[config.mk]
export PLATFORM = sky130hd
export DESIGN_NAME = alu_txn_monitor
export DESIGN_NICKNAME = d
export VERILOG_FILES = /design/src/rtl/alu_txn_monitor.sv
export SDC_FILE = /design/constraint.sdc
export NUM_CORES = 1
export LEC_CHECK = 0
export BUFFER_PORTS_ARGS = -buffer_cell sky130_fd_sc_hd__buf_4
export CORE_MARGIN = 2
export CORE_UTILIZATION = 50
export CTS_BUF_LIST = sky130_fd_sc_hd__clkbuf_16
export DETAILED_ROUTE_END_ITERATION = 12
export PLACE_DENSITY = 0.7
export SYNTH_ARGS = -nofsm -noshare
export SYNTH_HDL_FRONTEND = slang
export SYNTH_SLANG_ARGS = --single-unit
export TNS_END_PERCENT = 50
[constraint.sdc]
create_clock -name clk -period 8.4 [get_ports clk]
set_input_delay 1.68 -clock clk [delete_from_list [all_inputs] [get_ports clk]]
set_output_delay 1.68 -clock clk [all_outputs]
set_load 0.02 [all_outputs]
[src/rtl/alu_txn_monitor.sv]
// rtl/alu_txn_monitor.sv - pairs ALU issue/result events and streams complete transactions
// Optional feature macro: ALU_MON_TIMEOUT_EN (adds err_timeout and pending-head age-out)
module alu_txn_monitor #(
  parameter int WIDTH      = 32,
  parameter int OPW        = 4,
  parameter int PEND_DEPTH = 8,
  parameter int OUT_DEPTH  = 4,
  parameter int TIMEOUT    = 64
) (
  input  logic                          clk,
  input  logic                          rst_n,
  input  logic                          op_valid,
  input  logic [OPW-1:0]                op_opcode,
  input  logic [WIDTH-1:0]              op_a,
  input  logic [WIDTH-1:0]              op_b,
  input  logic                          op_signed,
  input  logic                          res_valid,
  input  logic [WIDTH-1:0]              res_data,
  input  logic [3:0]                    res_flags,
  output logic                          txn_valid,
  input  logic                          txn_ready,
  output logic [31:0]                   txn_id,
  output logic [OPW-1:0]                txn_opcode,
  output logic [WIDTH-1:0]              txn_a,
  output logic [WIDTH-1:0]              txn_b,
  output logic                          txn_signed,
  output logic [WIDTH-1:0]              txn_result,
  output logic [3:0]                    txn_flags,
  output logic [$clog2(PEND_DEPTH):0]   pend_count,
  output logic                          err_orphan,
  output logic                          err_pend_ovf,
  output logic                          err_out_ovf,
`ifdef ALU_MON_TIMEOUT_EN
  output logic                          err_timeout,
`endif
  input  logic                          err_clear
);

  localparam int PAW = $clog2(PEND_DEPTH);
  localparam int OAW = $clog2(OUT_DEPTH);
  localparam logic [PAW:0] PEND_FULL = (PAW+1)'(PEND_DEPTH);
  localparam logic [OAW:0] OUT_FULL  = (OAW+1)'(OUT_DEPTH);

  // Issued-but-unresolved operations
  logic [OPW-1:0]   pend_opcode [PEND_DEPTH];
  logic [WIDTH-1:0] pend_a      [PEND_DEPTH];
  logic [WIDTH-1:0] pend_b      [PEND_DEPTH];
  logic             pend_signed [PEND_DEPTH];
  logic [PAW-1:0]   pend_wr;
  logic [PAW-1:0]   pend_rd;

  // Completed transactions waiting for the scoreboard
  logic [31:0]      out_id      [OUT_DEPTH];
  logic [OPW-1:0]   out_opcode  [OUT_DEPTH];
  logic [WIDTH-1:0] out_a       [OUT_DEPTH];
  logic [WIDTH-1:0] out_b       [OUT_DEPTH];
  logic             out_signed  [OUT_DEPTH];
  logic [WIDTH-1:0] out_result  [OUT_DEPTH];
  logic [3:0]       out_flags   [OUT_DEPTH];
  logic [OAW-1:0]   out_wr;
  logic [OAW-1:0]   out_rd;
  logic [OAW:0]     out_count;
  logic [31:0]      id_ctr;

  logic pend_empty;
  logic pend_full;
  logic res_pop;
  logic timeout_pop;
  logic pend_pop;
  logic pend_push;
  logic orphan;
  logic pend_ovf;
  logic out_full;
  logic out_pop;
  logic out_push;
  logic out_ovf;

  // Pairing decisions use pre-edge occupancy, so a result can never pair with
  // an op issued in the same cycle and an orphan is flagged even if op_valid is high.
  assign pend_empty = (pend_count == '0);
  assign pend_full  = (pend_count == PEND_FULL);
  assign res_pop    = res_valid && !pend_empty;
  assign orphan     = res_valid && pend_empty;
  assign pend_pop   = res_pop || timeout_pop;
  assign pend_push  = op_valid && (!pend_full || pend_pop);
  assign pend_ovf   = op_valid && pend_full && !pend_pop;

  assign out_full   = (out_count == OUT_FULL);
  assign out_pop    = txn_valid && txn_ready;
  assign out_push   = res_pop && (!out_full || out_pop);
  assign out_ovf    = res_pop && out_full && !out_pop;

  assign txn_valid  = (out_count != '0);
  assign txn_id     = out_id[out_rd];
  assign txn_opcode = out_opcode[out_rd];
  assign txn_a      = out_a[out_rd];
  assign txn_b      = out_b[out_rd];
  assign txn_signed = out_signed[out_rd];
  assign txn_result = out_result[out_rd];
  assign txn_flags  = out_flags[out_rd];

`ifdef ALU_MON_TIMEOUT_EN
  localparam int AGE_W = $clog2(TIMEOUT + 1);
  logic [AGE_W-1:0] pend_age;

  // Head is discarded on the cycle its age hits TIMEOUT unless a result claims it first
  assign timeout_pop = !pend_empty && !res_pop && (pend_age == AGE_W'(TIMEOUT - 1));

  // Age of the pending head; restarts whenever the head changes or the FIFO is empty
  always_ff @(posedge clk or negedge rst_n) begin
    if (!rst_n) begin
      pend_age    <= '0;
      err_timeout <= 1'b0;
    end else begin
      if (pend_empty || pend_pop) pend_age <= '0;
      else                        pend_age <= pend_age + 1'b1;
      if (timeout_pop)    err_timeout <= 1'b1;
      else if (err_clear) err_timeout <= 1'b0;
    end
  end
`else
  assign timeout_pop = 1'b0;
  // TIMEOUT only has meaning when the age-out logic is compiled in
  if (TIMEOUT < 1) begin : g_timeout_unused
  end
`endif

  // Pending FIFO pointers and occupancy
  always_ff @(posedge clk or negedge rst_n) begin
    if (!rst_n) begin
      pend_wr    <= '0;
      pend_rd    <= '0;
      pend_count <= '0;
    end else begin
      if (pend_push) pend_wr <= pend_wr + 1'b1;
      if (pend_pop)  pend_rd <= pend_rd + 1'b1;
      case ({pend_push, pend_pop})
        2'b10:   pend_count <= pend_count + 1'b1;
        2'b01:   pend_count <= pend_count - 1'b1;
        default: pend_count <= pend_count;
      endcase
    end
  end

  // Pending FIFO storage; contents are only meaningful below pend_count
  always_ff @(posedge clk) begin
    if (pend_push) begin
      pend_opcode[pend_wr] <= op_opcode;
      pend_a[pend_wr]      <= op_a;
      pend_b[pend_wr]      <= op_b;
      pend_signed[pend_wr] <= op_signed;
    end
  end

  // Output FIFO: storage is reset so txn_* fields read zero after reset
  always_ff @(posedge clk or negedge rst_n) begin
    if (!rst_n) begin
      for (int i = 0; i < OUT_DEPTH; i++) begin
        out_id[i]     <= '0;
        out_opcode[i] <= '0;
        out_a[i]      <= '0;
        out_b[i]      <= '0;
        out_signed[i] <= 1'b0;
        out_result[i] <= '0;
        out_flags[i]  <= '0;
      end
      out_wr    <= '0;
      out_rd    <= '0;
      out_count <= '0;
      id_ctr    <= '0;
    end else begin
      if (out_push) begin
        out_id[out_wr]     <= id_ctr;
        out_opcode[out_wr] <= pend_opcode[pend_rd];
        out_a[out_wr]      <= pend_a[pend_rd];
        out_b[out_wr]      <= pend_b[pend_rd];
        out_signed[out_wr] <= pend_signed[pend_rd];
        out_result[out_wr] <= res_data;
        out_flags[out_wr]  <= res_flags;
        out_wr             <= out_wr + 1'b1;
        id_ctr             <= id_ctr + 1'b1;
      end
      if (out_pop) out_rd <= out_rd + 1'b1;
      case ({out_push, out_pop})
        2'b10:   out_count <= out_count + 1'b1;
        2'b01:   out_count <= out_count - 1'b1;
        default: out_count <= out_count;
      endcase
    end
  end

  // Sticky error bits; a new error in the same cycle as err_clear stays set
  always_ff @(posedge clk or negedge rst_n) begin
    if (!rst_n) begin
      err_orphan   <= 1'b0;
      err_pend_ovf <= 1'b0;
      err_out_ovf  <= 1'b0;
    end else begin
      if (orphan)         err_orphan   <= 1'b1;
      else if (err_clear) err_orphan   <= 1'b0;
      if (pend_ovf)       err_pend_ovf <= 1'b1;
      else if (err_clear) err_pend_ovf <= 1'b0;
      if (out_ovf)        err_out_ovf  <= 1'b1;
      else if (err_clear) err_out_ovf  <= 1'b0;
    end
  end

endmodule

# Word-level counts from Yosys, hierarchy flattened
# Memory sizes are Yosys's and may differ from the RTL's.
# Index checks and enable logic that the tools add are counted.
# Widths: inputs -> output; s select.
dict set report op_classes {
  reduce_logical 24
  muxes 42
  n_bitwise 2
  add_sub_neg 9
  n_eq_ne 6
  magnitude_cmp 3
}
# op count
set ops {}
lappend ops {{$bwmux 128} 4}
lappend ops {{$mux 32} 9}
lappend ops {{$bmux 32 s2} 4}
lappend ops {{$demux 32 s2} 1}
lappend ops {{$add 32x1->32 const B} 1}
lappend ops {{$bwmux 16} 2}
lappend ops {{$mux 4} 5}
lappend ops {{$bmux 4 s2} 2}
lappend ops {{$logic_and 1x1->1} 10}
lappend ops {{$reduce_bool 2->1} 5}
lappend ops {{$add 3x1->3 const B} 3}
lappend ops {{$mux 1} 9}
lappend ops {{$demux 4 s2} 1}
lappend ops {{$pmux 4 s2} 1}
lappend ops {{$ge 3x3->1 const B} 2}
lappend ops {{$not 2->3} 2}
lappend ops {{$pmux 3 s2} 1}
lappend ops {{$logic_not 1->1} 5}
lappend ops {{$add 2x1->2 const B} 2}
lappend ops {{$add 4x1->4 const B} 1}
lappend ops {{$bwmux 4} 1}
lappend ops {{$eq 2x1->1 const B} 2}
lappend ops {{$eq 2x2->1 const B} 2}
lappend ops {{$eq 4x4->1 const B} 1}
lappend ops {{9 further kinds} 10}
dict set report word_totals {
  memories 4
  elab_cells 128
  ram_bits 552
  regBits 600
}
# name words width read_ports rd_clocked_by_memory_dff wr line_no
set mem_list {}
lappend mem_list {pend_a 8 32 1 0 1 46} ;# logic [WIDTH-1:0] pend_a [PEND_DEPTH];
lappend mem_list {pend_b 8 32 1 0 1 47} ;# logic [WIDTH-1:0] pend_b [PEND_DEPTH];
lappend mem_list {pend_opcode 8 4 1 0 1 45} ;# logic [OPW-1:0] pend_opcode [PEND_DEPTH];
lappend mem_list {pend_signed 8 1 1 0 1 48} ;# logic pend_signed [PEND_DEPTH];

# Depth between registers and ports, before layout
dict set report logic_depth {
  word_depth 7
  ltp_mapped 11
}

# Least setup slack after synthesis
# No wires, ideal clock.
dict set report synth_timing {
  path_kind {input to register}
  start {in res_valid}
  end {mem pend_a[0][0] (enable)}
  setup_slack_ns 0.902
  n_path_buf 1
  required_time_ns 7.819
  stages 4
  arrival_time_ns 6.917
  path_cell_list {buf_2 > o31a_1 > nand2b_1 > nor3_1}
}
dict set report synth_via {
  elab_chain_len 5
}
# element line_no
set synth_rtl {}
lappend synth_rtl {{from (decl)} 17} ;# input logic res_valid,
lappend synth_rtl {{$logic_and 1x1->1} 82} ;# assign res_pop = res_valid && !pend_empty;
lappend synth_rtl {{$logic_or 1x1->1} 85} ;# assign pend_push = op_valid && (!pend_full || pend_pop);
lappend synth_rtl {{$logic_and 1x1->1} 85}
lappend synth_rtl {{$mux 1} 147} ;# if (pend_push) begin
lappend synth_rtl {{$mux 1 (not written as such)} 149} ;# pend_a[pend_wr] <= op_a;
lappend synth_rtl {{to (decl)} 46}
# Every way passes these cells.

# Worst setup path in the final report
dict set report layout_timing {
  start {reg out_rd[1]}
  end {out txn_a[2]}
}
dict set report layout_via {
  elab_chain_len 4
}
# element line_no
set layout_rtl {}
lappend layout_rtl {{from (decl)} 61} ;# logic [OAW-1:0] out_rd;
lappend layout_rtl {{from (signal assigned)} 183} ;# if (out_pop) out_rd <= out_rd + 1'b1;
lappend layout_rtl {{$not 2->3 (not written as such)} 96} ;# assign txn_a = out_a[out_rd];
lappend layout_rtl {{$bmux 32 s2} 96}
lappend layout_rtl {{$mux 32 (not written as such) (2 in series)} 96}
lappend layout_rtl {{to (decl)} 24} ;# output logic [WIDTH-1:0] txn_a,
# Every way passes these cells. The select of a mux whose other input is x is not followed.

==> flow_summary.toml <==
[status]
status = "finished, final reports clean"

[synth]
ys.flop_type = "dfrtp_1"
yosysUniqueCellTypes = 47
yosysTopAreaCell = "edfxtp_1"
synth_nets = 2800
synth_top_area_share_pct = 36.0
synthCells = 2679
yosys-top-cells-area = "edfxtp_1 (36%), dfrtp_1 (33%), mux4_2 (13%), mux2_2 (6.6%), o21ai_0 (3.0%)"
ys_ff_latch = 1152
yosysSeqAreaShare_pct = 68.6
synth_warnings = 0
synthArstFlopShare_pct = 52.1
synth.cell_area_um2 = 46100
synth-edff-count = 552
syn_avg_cell_area_um2 = 17.2

[die]
die_area_um2 = 94600
fp.dieH_um = 308
core_area_um2 = 91500
start_util_pct = 50.3
fp.dieW_um = 308
rows = 111
io-pin-count = 256

[sta]
period_needed_ns = 5.09
clock_skew_ns = 0.0313
setup_violations = 0
worstMarginPinSlew_ns = 1.18
drv_slew = 0
hold_ws_ns = 0.477
maxSlewHeadroom_pct = 21.2
rsz0062_at_grt = "no"
hold_viol_final = 0
fin_crit_sh_pct = 60.6
setup_tns_ns = 0
fmax_ghz = 0.196

[placement]
hpwl_mm = 58.9
port_buffers = 255
place_congestion = 0.754
dpl_cell_area_um2 = 49000
placed_cells = 3974

[cells_and_area]
stdcell_count = 4190
syn_to_final_growth_pct = 14.5
final_core_util_pct = 57.7
nFillCells = 6746
final_cell_area_um2 = 52800
nNetsFinal = 3025
drive_above_1_share_pct = 33.8

[routing]
first_iter_violations = 2101
wl_per_cell_um = 24.3
via_count = 24409
drt_pre_antenna_iters = 7
drc = 0
wl_mm = 102
ant_nets = 0
viasPerCell = 5.83

[min_path]
worstHoldPathType = "reg2reg"

[clocking]
cts.sinks = 1152
ctsLongestPathBuffers = 3
cts_resized = 0
cts_tree = "done"
post_cts_buffers = 0
postCtsHoldBufs = 0
cts_htree_levels = 3
clockRootBuffer = "clkbuf_16"
insertion_delay_ns = 0.70
numCtsBuffers = 114
path_clk_slew_ns = 0.06

[setup_path]
arrival_ns = 3.41
end_kind = "primary output"
cp-start-kind = "flop"
r2r_setup_slack_ns = 4.73
path_class = "reg2out"
crit_chain = "buf_4 -> mux4_2 -> buf_4"
max_stage_delay_ns = 0.97
cp_slowest_cell = "buf_4"
critPathMostFrequentCell = "buf_4"
cp_max_fo = 67
cp_top_family = "buffers and inverters"
crit_required_ns = 6.72
critPathBufInv = 2

[flow_run]
max-cap-violations = 0

[pwr]
peakVddDrop_uv = 233
leakage_nw = 21.1
cellPowerDensity_nw_per_um2 = 387

[global_routing]
grt_pass1_vias = 26045
grt_antenna_before_repair = 9
grt_pass1_wl_mm = 157
grt_max_degree = 186
grtUsageTotal_pct = 21.9
grt_overflow = 0
cells in the mapped netlist (2+ instances only):
| library cell | number |
|---|---|
| and3_1 | 5 |
| inv_1 | 13 |
| nor3_1 | 9 |
| o21ai_1 | 3 |
| o22ai_1 | 2 |
| ha_1 | 9 |
| xnor2_1 | 24 |
| mux4_2 | 275 |
| nand2_1 | 301 |
| buf_6 | 12 |
| buf_1 | 16 |
| clkbuf_1 | 71 |
| mux2i_1 | 71 |
| o21ai_0 | 279 |
| nand2b_1 | 4 |
| mux2_2 | 271 |
| nor2_1 | 19 |
| xor2_1 | 21 |
| or3_1 | 2 |
| buf_4 | 14 |
| edfxtp_1 | 552 |
| buf_2 | 60 |
| nand4_1 | 10 |
| dfrtp_1 | 600 |
| nand2_2 | 3 |
| nand3_1 | 12 |
cell type report:
cell class / instances / area, µm² / share of cell area (%)
clock buffers: 115 / 2880 / 5.45
repair buffers: 282 / 2190 / 4.14
well taps: 1186 / 1480 / 2.81
inverters: 13 / 48.8 / 0.0925
multi-input cells: 1341 / 13700 / 25.9
diodes: 1 / 2.50 / 0.00474
flip-flops and latches: 1152 / 31600 / 59.9
clock inverters: 100 / 898 / 1.70
layer usage:
layer,routed length (µm),GRT usage [%]
met4,2420,6.63
met1,41000,28.5
met3,5720,4.59
met2,52500,37.4
met5,83,0
tightest hold or removal path: stages (launching register included):
cell	delay [ns]
dfrtp_1	0.34
nand2_1	0.05
o21ai_0	0.06
registers in the layout, summed over array words and instances (netlist names), 4 cells and up:
name and count:
pend_a 256, pend_b 256, out_a 128, out_b 128, out_id 128, out_result 128
id_ctr 32, pend_opcode 32, out_flags 16, out_opcode 16, pend_signed 8, out_signed 4
pend_count 4
where the power goes:
part,internal [mW],switching [mW]
registers,7.44,0.955
clock network,2.97,2.12
logic,3.18,3.79
total,13.6,6.86
logic make-up (layout without fill, tap and decap cells):
kind of cell | count (synthesis) | count (layout) | share of synthesized area, %
muxes | 617 | 617 | 21.6
buffers and inverters | 186 | 510 | 1.99
xor gates and xnor gates | 45 | 45 | 0.855
adders and majority gates | 10 | 10 | 0.288
other | 0 | 1 | 0
AOI/OAI and AO/OA | 292 | 292 | 3.27
and+or+nand+nor | 377 | 377 | 3.45
DFF | 1152 | 1152 | 68.6
layout by cell type, fill, tap and decap left out, types with 2 or more instances in the layout:
master	n
buf_4	276
nand2_8	4
nor3_2	3
dfrtp_4	5
nand2_1	301
dfrtp_1	595
nor2_4	7
xnor2_1	24
nor2_1	13
clkbuf_16	115
mux2i_1	71
o22ai_1	2
mux4_2	275
mux2_2	271
nand4_1	10
nand2b_1	4
and3_1	5
xor2_1	21
nor3_1	7
buf_12	5
o21ai_0	279
edfxtp_1	552
inv_1	37
nand3_1	12
ha_1	9
o21ai_1	3
or3_1	2
clkinv_2	26
bufinv_16	16
clkinv_1	26
metrics by stage:
step,total power [mW],setup WS [ns]
3_5_place_dp,15.6,3.37
5_1_grt,21.5,3.07
2_1_floorplan,13.0,0.902
6_report,20.5,3.31
3_3_place_gp,15.2,3.42
4_1_cts,20.7,3.17
worst paths after layout:
check / start / to / depth (start not counted)
hold reg to reg: out_a[100]$_DFFE_PN0P_ / out_a[100]$_DFFE_PN0P_ / 2
hold / removal: out_a[100]$_DFFE_PN0P_ / out_a[100]$_DFFE_PN0P_ / 2
setup reg to reg: out_count[0]$_DFFE_PN0P_ / out_result[2]$_DFFE_PN0P_ / 5
setup / recovery: out_rd[1]$_DFFE_PN0P_ / txn_a[2] / 3
max in group asynchronous: rst_n / out_b[110]$_DFFE_PN0P_ / 2
min in group asynchronous: rst_n / out_id[77]$_DFFE_PN0P_ / 1
Note: power is estimated with default switching activity, not from simulation.
